### src/rtl/nco_voice_bank_if.sv
// Control/output bundle of the NCO voice bank: control-word writes and
// hard-sync requests flow in, wavetable addresses flow out.
interface nco_voice_bank_if #(
  parameter int VOICES = 4,
  parameter int ACC_W  = 18,
  parameter int SMP_W  = 7,
  parameter int WAV_W  = 6,
  parameter int OCT_W  = 3,
  parameter int VW     = $clog2(VOICES)
);
  logic                           i_input_latch_write_enable;
  logic [VW-1:0]                  i_write_voice;
  logic [ACC_W+OCT_W+WAV_W-1:0]   i_input;
  logic [VOICES-1:0]              i_phase_reset;
  logic [WAV_W+SMP_W-1:0]         o_waveram_address;
  logic [VW-1:0]                  o_voice;
  logic                           o_valid;

  // Controller side: writes control words, reads addresses.
  modport master (
    output i_input_latch_write_enable, i_write_voice, i_input, i_phase_reset,
    input  o_waveram_address, o_voice, o_valid
  );

  // Voice bank side.
  modport slave (
    input  i_input_latch_write_enable, i_write_voice, i_input, i_phase_reset,
    output o_waveram_address, o_voice, o_valid
  );
endinterface

### src/rtl/nco_voice_bank.sv
// Time-multiplexed bank of NCOs. One shared phase/sample/wave datapath
// services one voice per clock in round-robin order and emits the
// {wave, sample} wavetable address of that voice one edge later.
module nco_voice_bank #(
  parameter int VOICES = 4,
  parameter int ACC_W  = 18,
  parameter int SMP_W  = 7,
  parameter int WAV_W  = 6,
  parameter int OCT_W  = 3,
  parameter int VW     = $clog2(VOICES)
) (
  input  logic               i_clock,
  input  logic               i_reset,
  nco_voice_bank_if.slave    bus
);

  localparam int CW = ACC_W + OCT_W + WAV_W;

  // Per-voice state. Everything clears asynchronously, so these stay in
  // fabric registers rather than block RAM.
  logic [CW-1:0]    ctrl_reg   [VOICES];
  logic [ACC_W-1:0] phase_reg  [VOICES];
  logic [SMP_W-1:0] sample_reg [VOICES];
  logic [WAV_W-1:0] wave_reg   [VOICES];

  logic [VW-1:0]    slot_reg;

  // One-hot decodes of the write target and of the serviced slot.
  logic [VOICES-1:0] write_sel;
  logic [VOICES-1:0] slot_sel;

  genvar gi;
  generate
    for (gi = 0; gi < VOICES; gi++) begin : g_decode
      assign write_sel[gi] = bus.i_input_latch_write_enable &&
                             (bus.i_write_voice == VW'(gi));
      assign slot_sel[gi]  = (slot_reg == VW'(gi));
    end
  endgenerate

  // Fields of the serviced voice's control word (old word on a same-slot write).
  logic [CW-1:0]    cur_ctrl;
  logic [ACC_W-1:0] cur_inc;
  logic [OCT_W-1:0] cur_oct;
  logic [WAV_W-1:0] cur_req;
  logic             cur_sync;

  assign cur_ctrl = ctrl_reg[slot_reg];
  assign cur_inc  = cur_ctrl[ACC_W-1:0];
  assign cur_oct  = cur_ctrl[ACC_W +: OCT_W];
  assign cur_req  = cur_ctrl[ACC_W+OCT_W +: WAV_W];
  assign cur_sync = bus.i_phase_reset[slot_reg];

  logic [ACC_W:0]   phase_sum;
  logic             carry;
  logic [SMP_W-1:0] step;
  logic [SMP_W:0]   sample_sum;
  logic             wrap;
  logic [ACC_W-1:0] phase_next;
  logic [SMP_W-1:0] sample_next;
  logic [WAV_W-1:0] wave_next;

  // Shared read-modify-write datapath for the serviced voice.
  always_comb begin
    phase_sum   = {1'b0, phase_reg[slot_reg]} + {1'b0, cur_inc};
    carry       = phase_sum[ACC_W];
    // Octaves at or above the sample width freeze the sample address.
    step        = '0;
    if (int'(cur_oct) < SMP_W) begin
      step = SMP_W'(1) << cur_oct;
    end
    sample_sum  = {1'b0, sample_reg[slot_reg]} + {1'b0, (carry ? step : {SMP_W{1'b0}})};
    wrap        = sample_sum[SMP_W];

    phase_next  = phase_sum[ACC_W-1:0];
    sample_next = sample_sum[SMP_W-1:0];
    wave_next   = wave_reg[slot_reg];
    // A wave switch only lands on a true wrap so the waveform stays continuous.
    if (wrap) begin
      wave_next = cur_req;
    end
    // Hard sync overrides the free-running result for this slot.
    if (cur_sync) begin
      phase_next  = '0;
      sample_next = '0;
      wave_next   = cur_req;
    end
  end

  // Control-word latch and write-back of the serviced voice's state.
  always_ff @(posedge i_clock or posedge i_reset) begin
    if (i_reset) begin
      for (int v = 0; v < VOICES; v++) begin
        ctrl_reg[v]   <= '0;
        phase_reg[v]  <= '0;
        sample_reg[v] <= '0;
        wave_reg[v]   <= '0;
      end
    end else begin
      for (int v = 0; v < VOICES; v++) begin
        if (write_sel[v]) begin
          ctrl_reg[v] <= bus.i_input;
        end
        if (slot_sel[v]) begin
          phase_reg[v]  <= phase_next;
          sample_reg[v] <= sample_next;
          wave_reg[v]   <= wave_next;
        end
      end
    end
  end

  // Round-robin slot counter; VOICES is a power of two so it wraps naturally.
  always_ff @(posedge i_clock or posedge i_reset) begin
    if (i_reset) begin
      slot_reg <= '0;
    end else begin
      slot_reg <= slot_reg + VW'(1);
    end
  end

  // Registered address output, tagged with the voice it belongs to.
  always_ff @(posedge i_clock or posedge i_reset) begin
    if (i_reset) begin
      bus.o_waveram_address <= '0;
      bus.o_voice           <= '0;
      bus.o_valid           <= 1'b0;
    end else begin
      bus.o_waveram_address <= {wave_next, sample_next};
      bus.o_voice           <= slot_reg;
      bus.o_valid           <= 1'b1;
    end
  end

endmodule

### src/flat_wrapper.sv
// flat-port wrapper written by rule: the top's interface ports become plain ports
module nco_voice_bank_flat 
#(
  parameter int VOICES = 4,
  parameter int ACC_W  = 18,
  parameter int SMP_W  = 7,
  parameter int WAV_W  = 6,
  parameter int OCT_W  = 3,
  parameter int VW     = $clog2(VOICES)
)
  (i_clock, i_reset, bus_i_input_latch_write_enable, bus_i_write_voice, bus_i_input, bus_i_phase_reset, bus_o_waveram_address, bus_o_voice, bus_o_valid);
  nco_voice_bank_if #(.VOICES(VOICES), .ACC_W(ACC_W), .SMP_W(SMP_W), .WAV_W(WAV_W), .OCT_W(OCT_W), .VW(VW)) bus_i ();
  input  logic i_clock;
  input  logic i_reset;
  input wire logic [$bits(bus_i.i_input_latch_write_enable)-1:0] bus_i_input_latch_write_enable;
  input wire logic [$bits(bus_i.i_write_voice)-1:0] bus_i_write_voice;
  input wire logic [$bits(bus_i.i_input)-1:0] bus_i_input;
  input wire logic [$bits(bus_i.i_phase_reset)-1:0] bus_i_phase_reset;
  output wire logic [$bits(bus_i.o_waveram_address)-1:0] bus_o_waveram_address;
  output wire logic [$bits(bus_i.o_voice)-1:0] bus_o_voice;
  output wire logic [$bits(bus_i.o_valid)-1:0] bus_o_valid;
  assign bus_i.i_input_latch_write_enable = bus_i_input_latch_write_enable;
  assign bus_i.i_write_voice = bus_i_write_voice;
  assign bus_i.i_input = bus_i_input;
  assign bus_i.i_phase_reset = bus_i_phase_reset;
  assign bus_o_waveram_address = bus_i.o_waveram_address;
  assign bus_o_voice = bus_i.o_voice;
  assign bus_o_valid = bus_i.o_valid;
  nco_voice_bank #(.VOICES(VOICES), .ACC_W(ACC_W), .SMP_W(SMP_W), .WAV_W(WAV_W), .OCT_W(OCT_W), .VW(VW)) u_core (.i_clock(i_clock), .i_reset(i_reset), .bus(bus_i));
endmodule
### config.mk
export PLATFORM = sky130hd
export DESIGN_NAME = nco_voice_bank_flat
export DESIGN_NICKNAME = d
export VERILOG_FILES = /design/src/rtl/nco_voice_bank_if.sv /design/src/rtl/nco_voice_bank.sv /design/src/flat_wrapper.sv
export SDC_FILE = /design/constraint.sdc
export NUM_CORES = 1
export LEC_CHECK = 0
export CAP_MARGIN = 10
export CORE_ASPECT_RATIO = 1.1
export CORE_MARGIN = 2
export CORE_UTILIZATION = 40
export CTS_CLUSTER_SIZE = 12
export DETAILED_ROUTE_END_ITERATION = 7
export MAX_ROUTING_LAYER = met4
export SLEW_MARGIN = 5
export SYNTH_ARGS = -nofsm -noshare
export SYNTH_HDL_FRONTEND = slang
export SYNTH_SLANG_ARGS = --single-unit
### constraint.sdc
create_clock -name i_clock -period 8.6 [get_ports i_clock]
set_clock_uncertainty 0.05 [all_clocks]
set_input_delay 2.15 -clock i_clock [delete_from_list [all_inputs] [get_ports i_clock]]
set_output_delay 2.15 -clock i_clock [all_outputs]
set_load 0.02 [all_outputs]
== Yosys cells after proc, flatten, opt, wreduce, memory -nomap -nowiden ==
Cells that the tools add are included.

* Flip-flop bits (word level): 250
* Bits of input ports: 36
* Word-level logic and storage cells: 60

* Add/subtract/negate cells: 3
* Magnitude comparators: 3
* Equal/unequal tests: 6
* Shifts and indexed selects: 1
* Mux-type cells: 20
* Bitwise operators: 1
* Reduce and logical (&&, ||, !) cells: 6

{| class="wikitable"
|+ Operators with widths
! kind !! count
|-
| $bmux 27 s2 || 1
|-
| $mux 18 || 3
|-
| $mux 27 || 2
|-
| $bmux 18 s2 || 1
|-
| $mux 7 || 5
|-
| $mux 6 || 4
|-
| $add 18x18->19 || 1
|-
| $bmux 7 s2 || 1
|-
| $bmux 6 s2 || 1
|-
| $add 7x7->8 || 1
|-
| $eq 2x2->1 const B || 4
|-
| $shl 1x3->7 const A || 1
|-
| $eq 2x1->1 const B || 2
|-
| $logic_and 1x1->1 || 4
|-
| $logic_not 2->1 || 2
|-
| $ge 3x3->1 const B || 1
|-
| $lt 2x3->1 const B || 1
|-
| $lt 3x3->1 const B || 1
|-
| $not 2->3 || 1
|-
| $add 2x1->2 const B || 1
|-
| $bmux 1 s2 || 1
|-
| $mux 1 || 1
|}

== Logic depth before layout (Yosys ltp) ==
* Depth in word-level cells: 10
* Gate-level depth with buffers: 18
* Mapped depth without buffers: 15

== Worst setup path after synthesis ==
Ideal clock, no wire load.

* Kind: register -> register
* Start: register u_core.slot_reg[0]
* End: register u_core.wave_reg[0] (netlist bit)
* Setup time: 0.137 ns
* Arrival time: 5.026 ns
* Data required time: 8.413 ns
* Setup slack: 3.387 ns
* Cell stages (with the launch flop): 18
* Clock period less this slack: 5.213 ns
* Cells stage by stage: dfrtp_1 > buf_4 > buf_2 > buf_2 > mux4_2 > ha_1 > fa_1 > a21o_1 > a31o_2 > a31o_2 > o2111ai_2 > a211oi_1 > ha_1 > a211oi_2 > o21ai_0 > a211oi_4 > mux2i_1 > a21oi_1

* Word-level cells in the longest chain between the ends: 10

{| class="wikitable"
|+ Ends and longest elaborated chain
! item !! line !! text
|-
| start, declared || nco_voice_bank.sv:26 || <nowiki>logic [VW-1:0] slot_reg;</nowiki>
|-
| start signal, assigned || nco_voice_bank.sv:118 || <nowiki>slot_reg <= slot_reg + VW'(1);</nowiki>
|-
| parallel branches: the longest is 10 deep, another holds $add 18x18->19 || n/a ||
|-
| end signal, assigned by index || nco_voice_bank.sv:107 || <nowiki>wave_reg[v] <= wave_next;</nowiki>
|-
| end, declared || nco_voice_bank.sv:24 || <nowiki>logic [WAV_W-1:0] wave_reg [VOICES];</nowiki>
|}

Several ways; the timed one is not identified. The select of a mux whose other input is x is not followed.
A chain may end at the register's enable or synchronous reset.

== Worst setup path in the final report ==
* Start: register u_core.slot_reg[0]
* End: register u_core.wave_reg[19] (netlist bit)

The elaborated chain is that of the path after synthesis.

==> impl_metrics.py <==
metrics = {
    "grt": {
        "track_usage_pct": 18.2,
        "grt_max_degree": 176,
        "grt_overflow": 0,
        "grt_use_met2_pct": 28.7,
        "grt_use_met1_pct": 25.5,
        "grt-busiest-layer": "met2",
        "grtUsageMet3_pct": 2.11,
        "grt_pass1_wl_microns": 45700,
        "antenna_found_initial": 1,
        "grt_pass1_vias": 8137,
    },
    "cells_and_area": {
        "fin_cells": 1397,
        "largest_reg_flops": 108,
        "nFillCells": 2770,
        "drive_above_1_share_pct": 31.8,
        "diodes": 0,
        "area_delta_synth_final_pct": 14.1,
        "final_common_cell": "dfrtp_1",
        "final_cell_mix": "248 x dfrtp_1, 161 x mux2_2, 58 x mux4_2",
        "num-nets-final": 1035,
    },
    "clock_tree": {
        "cts_max_level": 1,
        "path_clk_slew_ns": 0.06,
        "cts_hold_buf": 0,
        "insertion_delay_ns": 0.55,
        "postCtsSetupBuffers": 0,
        "cts.sinks": 250,
        "cts_made_buffers": 27,
        "ctsResizeCount": 0,
        "cts_max_path_buffers": 3,
        "cts_tree": "yes",
        "cts-root-buf": "clkbuf_16",
    },
    "critical_path": {
        "critical-path-max-stage-delay_ns": 0.95,
        "path_cells": "mux4_2 -> ha_1 -> nand2_1 -> o21ai_0 -> o2111ai_2 -> a211oi_1 -> ha_1 -> a211oi_2 -> o21ai_0 -> a211oi_4 -> mux2i_1 -> a21oi_1",
        "r2r_cells": 12,
        "arrival_ns": 6.55,
        "cp_data_required_time_ns": 8.95,
        "worstSetupEndpointType": "flip-flop",
        "critPathBufInv": 0,
        "critPathMaxFanout": 37,
        "cp_slowest_cell": "dfrtp_4",
        "cp_top_family": "compound AO/OA/AOI/OAI gates",
        "r2r-start": "u_core.slot_reg[0]",
        "startpoint_type": "flip-flop",
        "rrSetupSlack_ns": 2.40,
        "path_class": "reg2reg",
        "r2r_end": "u_core.wave_reg[19]",
    },
    "placement": {
        "dpl.hpwl_microns": 17300,
        "io_buffers": 51,
        "place.gp.congestion": 0.816,
        "dp_cells": 1353,
    },
    "floorplanning": {
        "die_area_sq_um": 32500,
        "core_sq_um": 30500,
        "die_h_microns": 189,
        "io_pins": 52,
        "initial_core_util_pct": 40.7,
        "die_w_microns": 172,
        "row_count": 67,
    },
    "yosys": {
        "ys_seq_area_share_pct": 50.3,
        "synth_edf_count": 0,
        "synthCells": 937,
        "syn_avg_cell_area_sq_um": 13.3,
        "synthFlopType": "dfrtp_1",
        "ys_seq_elements": 250,
        "netlist_area_sq_um": 12400,
        "synth_cell_types": 62,
        "synth_fp_nets": 1004,
        "synthArstFlopShare_pct": 100,
        "yosysWarnings": 0,
    },
    "hold_path": {
        "min_to": "u_core.sample_reg[6]",
        "min_path_cells": 1,
        "hold_start": "u_core.sample_reg[6]",
        "hold_path.class": "reg2reg",
    },
    "timing": {
        "max_freq_mhz": 161,
        "period_needed_ns": 6.20,
        "hold_slack_ns": 0.439,
        "finalSetupViolations": 0,
        "tns_ns": 0,
        "rsz0062_at_grt": "false",
        "worstMarginPinSlew_ns": 1.07,
        "fin_crit_sh_pct": 72.1,
        "max-slew-margin-rel_pct": 28.6,
        "slew_viol_final": 0,
        "hold_viol": 0,
    },
    "route": {
        "viasPerCell": 5.67,
        "drt_iter0_markers": 486,
        "wl_per_cell_microns": 20.0,
        "ant_nets": 0,
        "num_vias": 7922,
        "wirelength_microns": 28000,
        "dr.pass1.iters": 4,
        "drc_errors": 0,
    },
    "status": {
        "status": "complete, no violations",
    },
    "run": {
        "maxCapViolCount": 0,
    },
    "power": {
        "power.leakage_uw": 0.00609,
        "peakVddDrop_mv": 0.176,
        "powerDensity_nw_per_um2": 268,
    },
}
[cell usage after synthesis, types with 3 or more instances]
cell type | number | area [sq um]
nor2_1 | 38 | 143
o221ai_1 | 8 | 70.1
a211oi_1 | 11 | 82.6
dfrtp_1 | 250 | 6260
a2111oi_0 | 5 | 43.8
a211o_1 | 4 | 35.0
buf_1 | 9 | 33.8
o32ai_1 | 4 | 35.0
o21a_1 | 5 | 37.5
nand2_1 | 16 | 60.1
a2111o_1 | 4 | 45.0
mux4_2 | 58 | 1310
nand3_1 | 28 | 140
a41o_1 | 4 | 40.0
a21oi_1 | 44 | 220
clkbuf_1 | 39 | 146
buf_2 | 15 | 75.1
mux2_2 | 161 | 1810
inv_1 | 27 | 101
o211ai_1 | 13 | 97.6
o21bai_1 | 3 | 22.5
xnor2_1 | 10 | 87.6
nor2b_1 | 12 | 75.1
a221o_2 | 4 | 45.0
nor4_1 | 8 | 50.1
and2_1 | 8 | 50.1
o2bb2ai_1 | 8 | 70.1
and3_1 | 12 | 75.1
nand4_1 | 9 | 56.3
nor3_1 | 15 | 75.1
mux2i_1 | 8 | 80.1
o21ai_0 | 9 | 45.0
a21o_1 | 9 | 67.6
a31o_2 | 11 | 96.3
or2_2 | 5 | 31.3
ha_1 | 29 | 363
[worst max-delay path by stage]
stage,cells after the start,end,from
finish,12,u_core.wave_reg[19],u_core.slot_reg[0]
global route,12,u_core.wave_reg[22],u_core.slot_reg[0]
CTS,14,u_core.wave_reg[22],u_core.slot_reg[0]
detailed placement,14,u_core.wave_reg[22],u_core.slot_reg[0]
global placement,14,u_core.wave_reg[3],u_core.slot_reg[0]
floorplan,1,u_core.bus.o_valid,i_reset
[cells by family after synthesis]
logic type               count (synthesis)  synth area share (%)
adder cells (fa/ha/maj)                 31                  3.24
flip-flops                             250                  50.3
AO/OA/AOI/OAI                          162                  9.98
buffers and inverters                   92                  3.02
other                                    1                0.0302
XOR/XNOR                                12                 0.845
AND/OR/NAND/NOR                        161                  6.73
multiplexers                           228                  25.8
[area by class of cell]
cell class / instances / area (sq um) / share of cell area [%]
flip-flops and latches: 250 / 6260 / 44.1
multi-input cells: 595 / 5820 / 41.0
clock buffers: 36 / 749 / 5.28
repair buffers: 67 / 643 / 4.53
well taps: 414 / 518 / 3.65
inverters: 27 / 105 / 0.741
clock inverters: 8 / 83.8 / 0.591
[layer usage]
layer,routed length (microns),part of all wire [%]
met2,13300,48
met3,1110,4.0
met5,0,0
met1,13000,47
met4,531,1.9
[power by group]
part	switching, uW	internal, uW	total, uW
Sequential	136	1460	1590
Clock	468	639	1110
Combinational	570	537	1110
[per-stage QoR]
| step | utilization, % | cell area, sq um | setup WS [ns] | power [uW] |
|---|---|---|---|---|
| after floorplan | - | 12400 | 3.11 | 2440 |
| after global placement | 43.7 | 13300 | 2.50 | 2690 |
| after detailed placement | 43.7 | 13300 | 2.36 | 2710 |
| after CTS | 46.5 | 14200 | 2.33 | 3840 |
| after global routing | 46.5 | 14200 | 1.87 | 4030 |
| final | 46.5 | 14200 | 2.40 | 3810 |
(Power assumes the default switching activity.)
==> RTL change 1, RTL diff (same flow settings) <==
Reset style: synchronous (`i_reset`), changed in 3 clocked blocks. Comments in the files are not updated.
--- a/src/rtl/nco_voice_bank.sv
+++ b/src/rtl/nco_voice_bank.sv
@@ -89,5 +89,5 @@
 
   // Control-word latch and write-back of the serviced voice's state.
-  always_ff @(posedge i_clock or posedge i_reset) begin
+  always_ff @(posedge i_clock) begin
     if (i_reset) begin
       for (int v = 0; v < VOICES; v++) begin
@@ -112,5 +112,5 @@
 
   // Round-robin slot counter; VOICES is a power of two so it wraps naturally.
-  always_ff @(posedge i_clock or posedge i_reset) begin
+  always_ff @(posedge i_clock) begin
     if (i_reset) begin
       slot_reg <= '0;
@@ -121,5 +121,5 @@
 
   // Registered address output, tagged with the voice it belongs to.
-  always_ff @(posedge i_clock or posedge i_reset) begin
+  always_ff @(posedge i_clock) begin
     if (i_reset) begin
       bus.o_waveram_address <= '0;
Check against the original RTL: differs if i_reset is asserted again (counterexample within 4 cycles, from zero or initial values and one cycle with i_reset high); with i_reset held inactive, the same outputs for 10 cycles.
==> RTL change 1 against the unedited design <==
  * Worst setup slack lost 180 ps
  * Critical path depth rose by 3
  * Sequential cell count is the same
  * Design area up 0.87%
  * Area after synthesis increased by 0.83%
  * Total power shrank 15%
  * Die area up 0.81%
  * Combinational power fell by 40%
  * Routed wire length up 3.1%
==> RTL change 1: results (changes against the unedited design) <==
metric	value	unit	change
GP Congestion	0.8394		+2.9%
met1 usage	22.87	%	-2.6 points
nature of the critical path endpoint	flop		
PostCTS Resize Cnt	0		unchanged
DR iter-0 viols	519		+6.8%
initial antenna violation count	0		-1
register area share after synthesis	58.44	%	+8.1 points
Ys Warns	0		unchanged
Tot GR Track Use	18.31	%	+0.095 points
Routed WL	28840	um	+3.1%
vias in the first global route	7947		-2.3%
leak pwr	0.005125	uW	-16%
asr flop ratio synth	0	%	-100 points
post-place setup slack	2266	ps	-90.70 ps
# diodes	0		unchanged
First-pass DRT Iterations	4		unchanged
met3 GRT Util	1.998	%	-0.11 points
worst vdd ir	0.1218	mV	-31%
Filler cells	2837		+2.4%
largest net degree at the start of global routing	66		-63%
Synthesized Nets	997		-0.70%
HP Class	reg2reg		
H-tree depth	1		unchanged
Cell variety after synth	53		-15%
outcome	complete, no violations		
crit-path max FO	40		+8.1%
postcts setup bufs	0		unchanged
met2 usage	31.97	%	+3.3 points
share of layout cells above drive strength 1	14.45	%	-17 points
clock-pin slew on the worst setup and hold paths	60	ps	about the same
first-pass GRT wire length	45440	um	-0.50%
Avg Vias per Cell	5.509		-2.9%
worst-case clock buffer depth	3		unchanged
synth top area cells	edfxtp_1 (56%), mux4_2 (10%), and2_1 (6.6%), ha_1 (2.9%), dfxtp_1 (2.9%)		
insertion delay to the later sink of the worst-skew pair	550	ps	about the same
commonest cells in the netlist	edfxtp_1 (232), and2_1 (133), mux4_2 (58)		
DP HPWL	18080	um	+4.4%
number of flops mapped to enable cells by yosys	232		+232
I/O Buffers	51		unchanged
max_slew headroom	23.40	%	-5.2 points
Root Driver	clkbuf_16		
Critical Path AT	6600	ps	+50 ps
total CTS buffers	26		-3.7%
max reg flops	108		unchanged
[RTL change 1: cell type report]
cell class              count  area, um2  area share (%)
flip-flops and latches    250       7332           51.25
clock buffers              43      774.5           5.414
clock inverters             4      58.81          0.4111
repair buffers             67      643.1           4.495
well taps                 420      525.5           3.673
multi-input cells         609       4935           34.49
inverters                  10      37.54          0.2624
[RTL change 1: final timing paths]
path                                               startpoint                                    end  slack, ps  cells past startpoint
worst max-delay path            u_core.slot_reg[0]$_SDFF_PP0_  u_core.sample_reg[3][6]$_SDFFCE_PN0P_       2220                     15
worst min register to register  u_core.slot_reg[0]$_SDFF_PP0_          u_core.slot_reg[0]$_SDFF_PP0_        750                      1
worst min-delay path            u_core.slot_reg[0]$_SDFF_PP0_          u_core.slot_reg[0]$_SDFF_PP0_        750                      1
worst max register to register  u_core.slot_reg[0]$_SDFF_PP0_  u_core.sample_reg[3][6]$_SDFFCE_PN0P_       2220                     15
[RTL change 1: layer usage]
metal  vias to the layer above  part of all wire, %  wire [um]
li1                       3629                    -          -
met3                        39                  4.9       1409
met5                         -                    0          0
met4                         0                  2.1        592
met1                      3873                   43      12260
met2                       188                   51      14580
[RTL change 1: kinds of logic after synthesis]
| family | after synthesis | share of synthesized area, % |
|---|---|---|
| fa+ha+maj | 31 | 3.214 |
| buf+inv | 71 | 2.495 |
| xor+xnor | 7 | 0.4890 |
| simple gates | 341 | 15.02 |
| compound gates | 139 | 7.236 |
| mux | 91 | 13.10 |
| flops | 250 | 58.44 |
[RTL change 1: worst max-delay path, stage by stage (launching register included)]
cell and delay (ps):
dfxtp_4 890, buf_4 420, mux4_2 570, ha_1 440
a21oi_1 270, and3_1 200, o21ai_1 250, a21oi_1 930
o22ai_1 180, ha_1 310, fa_1 410, a21o_1 170
a21oi_1 210, o21bai_1 90, a21oi_1 540, mux2i_1 160
[RTL change 1: through the flow]
step / std cells / utilization [%] / power [uW]
2_1_floorplan: 930 / - / 1969
3_3_place_gp: 1356 / 43.27 / 2160
3_5_place_dp: 1356 / 43.27 / 2167
4_1_cts: 1403 / 45.94 / 3267
5_1_grt: 1403 / 45.94 / 3386
6_report: 1403 / 45.94 / 3247
[RTL change 1: report_power, final]
| part | internal (uW) | switching, uW |
|---|---|---|
| clock | 642 | 463 |
| sequential | 1440 | 32.5 |
| combinational | 250 | 417 |
| total | 2340 | 912 |
==> RTL change 2, RTL diff (same settings) <==
Made on the original files. `SMP_W` is set to 7 in 3 places; all go to 14.
--- a/src/rtl/nco_voice_bank_if.sv
+++ b/src/rtl/nco_voice_bank_if.sv
@@ -4,5 +4,5 @@
   parameter int VOICES = 4,
   parameter int ACC_W  = 18,
-  parameter int SMP_W  = 7,
+  parameter int SMP_W  = 14,
   parameter int WAV_W  = 6,
   parameter int OCT_W  = 3,
--- a/src/rtl/nco_voice_bank.sv
+++ b/src/rtl/nco_voice_bank.sv
@@ -5,5 +5,5 @@
   parameter int VOICES = 4,
   parameter int ACC_W  = 18,
-  parameter int SMP_W  = 7,
+  parameter int SMP_W  = 14,
   parameter int WAV_W  = 6,
   parameter int OCT_W  = 3,
--- a/src/flat_wrapper.sv
+++ b/src/flat_wrapper.sv
@@ -4,5 +4,5 @@
   parameter int VOICES = 4,
   parameter int ACC_W  = 18,
-  parameter int SMP_W  = 7,
+  parameter int SMP_W  = 14,
   parameter int WAV_W  = 6,
   parameter int OCT_W  = 3,
Interface: changed (resized bus_o_waveram_address); port bits go from 52 to 59. The function was not compared with the original's and may differ.
==> RTL change 2 against the unedited design <==
  * Utilization up 0.67 points
  * Routed wire length is 11% higher
  * Total power up 13%
  * Cell count is 8.3% higher
  * Sequential share of layout area grew 0.24 points
  * Clock power rose by 39%
  * Area after synthesis grew 11%
  * Sequential cell count is 35 higher
  * Critical path depth grew 4
  * Worst setup slack worse by 950 ps
  * Global-route usage barely moved
  * Design area rose by 13%
==> RTL change 2: results (changes against the unedited design) <==
metric	value	unit	change
first-pass GRT wire length	50600	um	+11%
GP Congestion	0.8369		+2.6%
R2R depth	16		+4
Sw Ratio	27.86	%	-3.0 points
Routed WL	30940	um	+11%
CP endpoint	u_core.bus.o_waveram_address[18]$_DFF_PP0_		
Reg2Reg Setup Slack	1450	ps	-950 ps
Critical Path AT	7500	ps	+950 ps
total CTS buffers	34		+26%
Cell variety after synth	55		-11%
asr flop ratio synth	100.0	%	unchanged
Ys Warns	0		unchanged
H-tree depth	2		+1
Slew @ Worst Pin	922.3	ps	-149.4 ps
HP Class	reg2reg		
worst vdd ir	0.1737	mV	-1.0%
nets@finish	1117		+7.9%
I/O Buffers	58		+14%
DP HPWL	19240	um	+11%
vias in the first global route	9065		+11%
largest net degree at the start of global routing	162		-8.0%
Avg Vias per Cell	5.615		-0.98%
Filler cells	3113		+12%
insertion delay to the later sink of the worst-skew pair	510	ps	-40 ps
leak pwr	0.006888	uW	+13%
share of layout cells above drive strength 1	30.23	%	-1.6 points
Root Driver	clkbuf_16		
register area share after synthesis	51.56	%	+1.2 points
outcome	complete, no violations		
DR iter-0 viols	480		-1.2%
Synth Instances	1001		+6.8%
Finished Layout Cells	1513		+8.3%
initial antenna violation count	0		-1
crit-path max FO	35		-5.4%
commonest cells in the netlist	dfrtp_1 (285), mux2_2 (182), mux4_2 (63)		
Crit path largest cell delay	890	ps	-60 ps
synth top area cells	dfrtp_1 (52%), mux2_2 (15%), mux4_2 (10%), mux2i_1 (3.0%), ha_1 (2.7%)		
Tot GR Track Use	18.26	%	+0.038 points
-- RTL change 2: logic make-up (layout without fill, tap and decap cells) --
family	count (synthesis)	count (layout)	share of synthesized area [%]
other cells	1	1	0.02711
xor+xnor	16	16	1.013
compound gates	170	170	8.647
simple gates	114	114	4.260
buf+inv	91	165	2.722
flops	285	285	51.56
mux	292	292	28.77
fa+ha+maj	32	32	3.003
-- RTL change 2: worst min path at each step --
stage / start / endpoint / slack [ps] / cells past startpoint
floorplan: u_core.slot_reg[0]$_DFF_PP0_ / u_core.bus.o_voice[0]$_DFF_PP0_ / 370 / 0
global route: u_core.sample_reg[54]$_DFFE_PP0N_ / u_core.sample_reg[54]$_DFFE_PP0N_ / 440 / 1
detailed placement: u_core.sample_reg[38]$_DFFE_PP0N_ / u_core.sample_reg[38]$_DFFE_PP0N_ / 420 / 1
finish: u_core.phase_reg[33]$_DFFE_PP0N_ / u_core.phase_reg[33]$_DFFE_PP0N_ / 430 / 1
CTS: u_core.phase_reg[33]$_DFFE_PP0N_ / u_core.phase_reg[33]$_DFFE_PP0N_ / 430 / 1
global placement: u_core.sample_reg[12]$_DFFE_PP0N_ / u_core.sample_reg[12]$_DFFE_PP0N_ / 410 / 1
-- RTL change 2: layout make-up --
class | count | area, um2 | area share, %
Multi-Input combinational cell | 625 | 6342 | 39.44
Tap cell | 438 | 548.0 | 3.408
Sequential cell | 285 | 7139 | 44.39
Clock inverter | 8 | 142.6 | 0.8869
Inverter | 31 | 120.1 | 0.7468
Clock buffer | 54 | 1080 | 6.714
Timing Repair Buffer | 72 | 710.7 | 4.419
-- RTL change 2: worst reg2reg max path: stages, from the launching register on --
cell       delay (ps)
dfrtp_4           890
mux4_2            600
ha_1              240
fa_1              430
a211oi_1          430
nor3_1            120
a211oi_1          690
nor3_1            210
o21ai_1           630
a2111oi_0         260
ha_1              390
nor2b_1           260
o311ai_0          210
a31oi_1           340
and3_1            580
or2_1             360
mux2_4            330
-- RTL change 2: power by group through the flow --
stage,Combinational (uW),Clock (uW),Sequential [uW]
after floorplan,773,0,1740
after global placement,986,0,1760
after detailed placement,1010,0,1770
after CTS,1010,1580,1750
after global routing,1110,1630,1780
final,1010,1540,1750
-- RTL change 2: per-layer routing --
layer  part of all wire [%]  global-route usage (%)
met5                      0                       -
met4                    2.4                   5.330
met3                    3.1                   2.911
met2                     47                   28.95
met1                     47                   24.46
-- RTL change 2: through the flow --
stage / setup slack, ps / cell area [um2] / hold WS, ps
6_report: 1446 / 16080 / 429.7
5_1_grt: 1076 / 16080 / 442.1
4_1_cts: 1422 / 16080 / 433.1
3_5_place_dp: 1447 / 14860 / 419.1
3_3_place_gp: 1577 / 14860 / 413.2
2_1_floorplan: 2106 / 13840 / 374.3
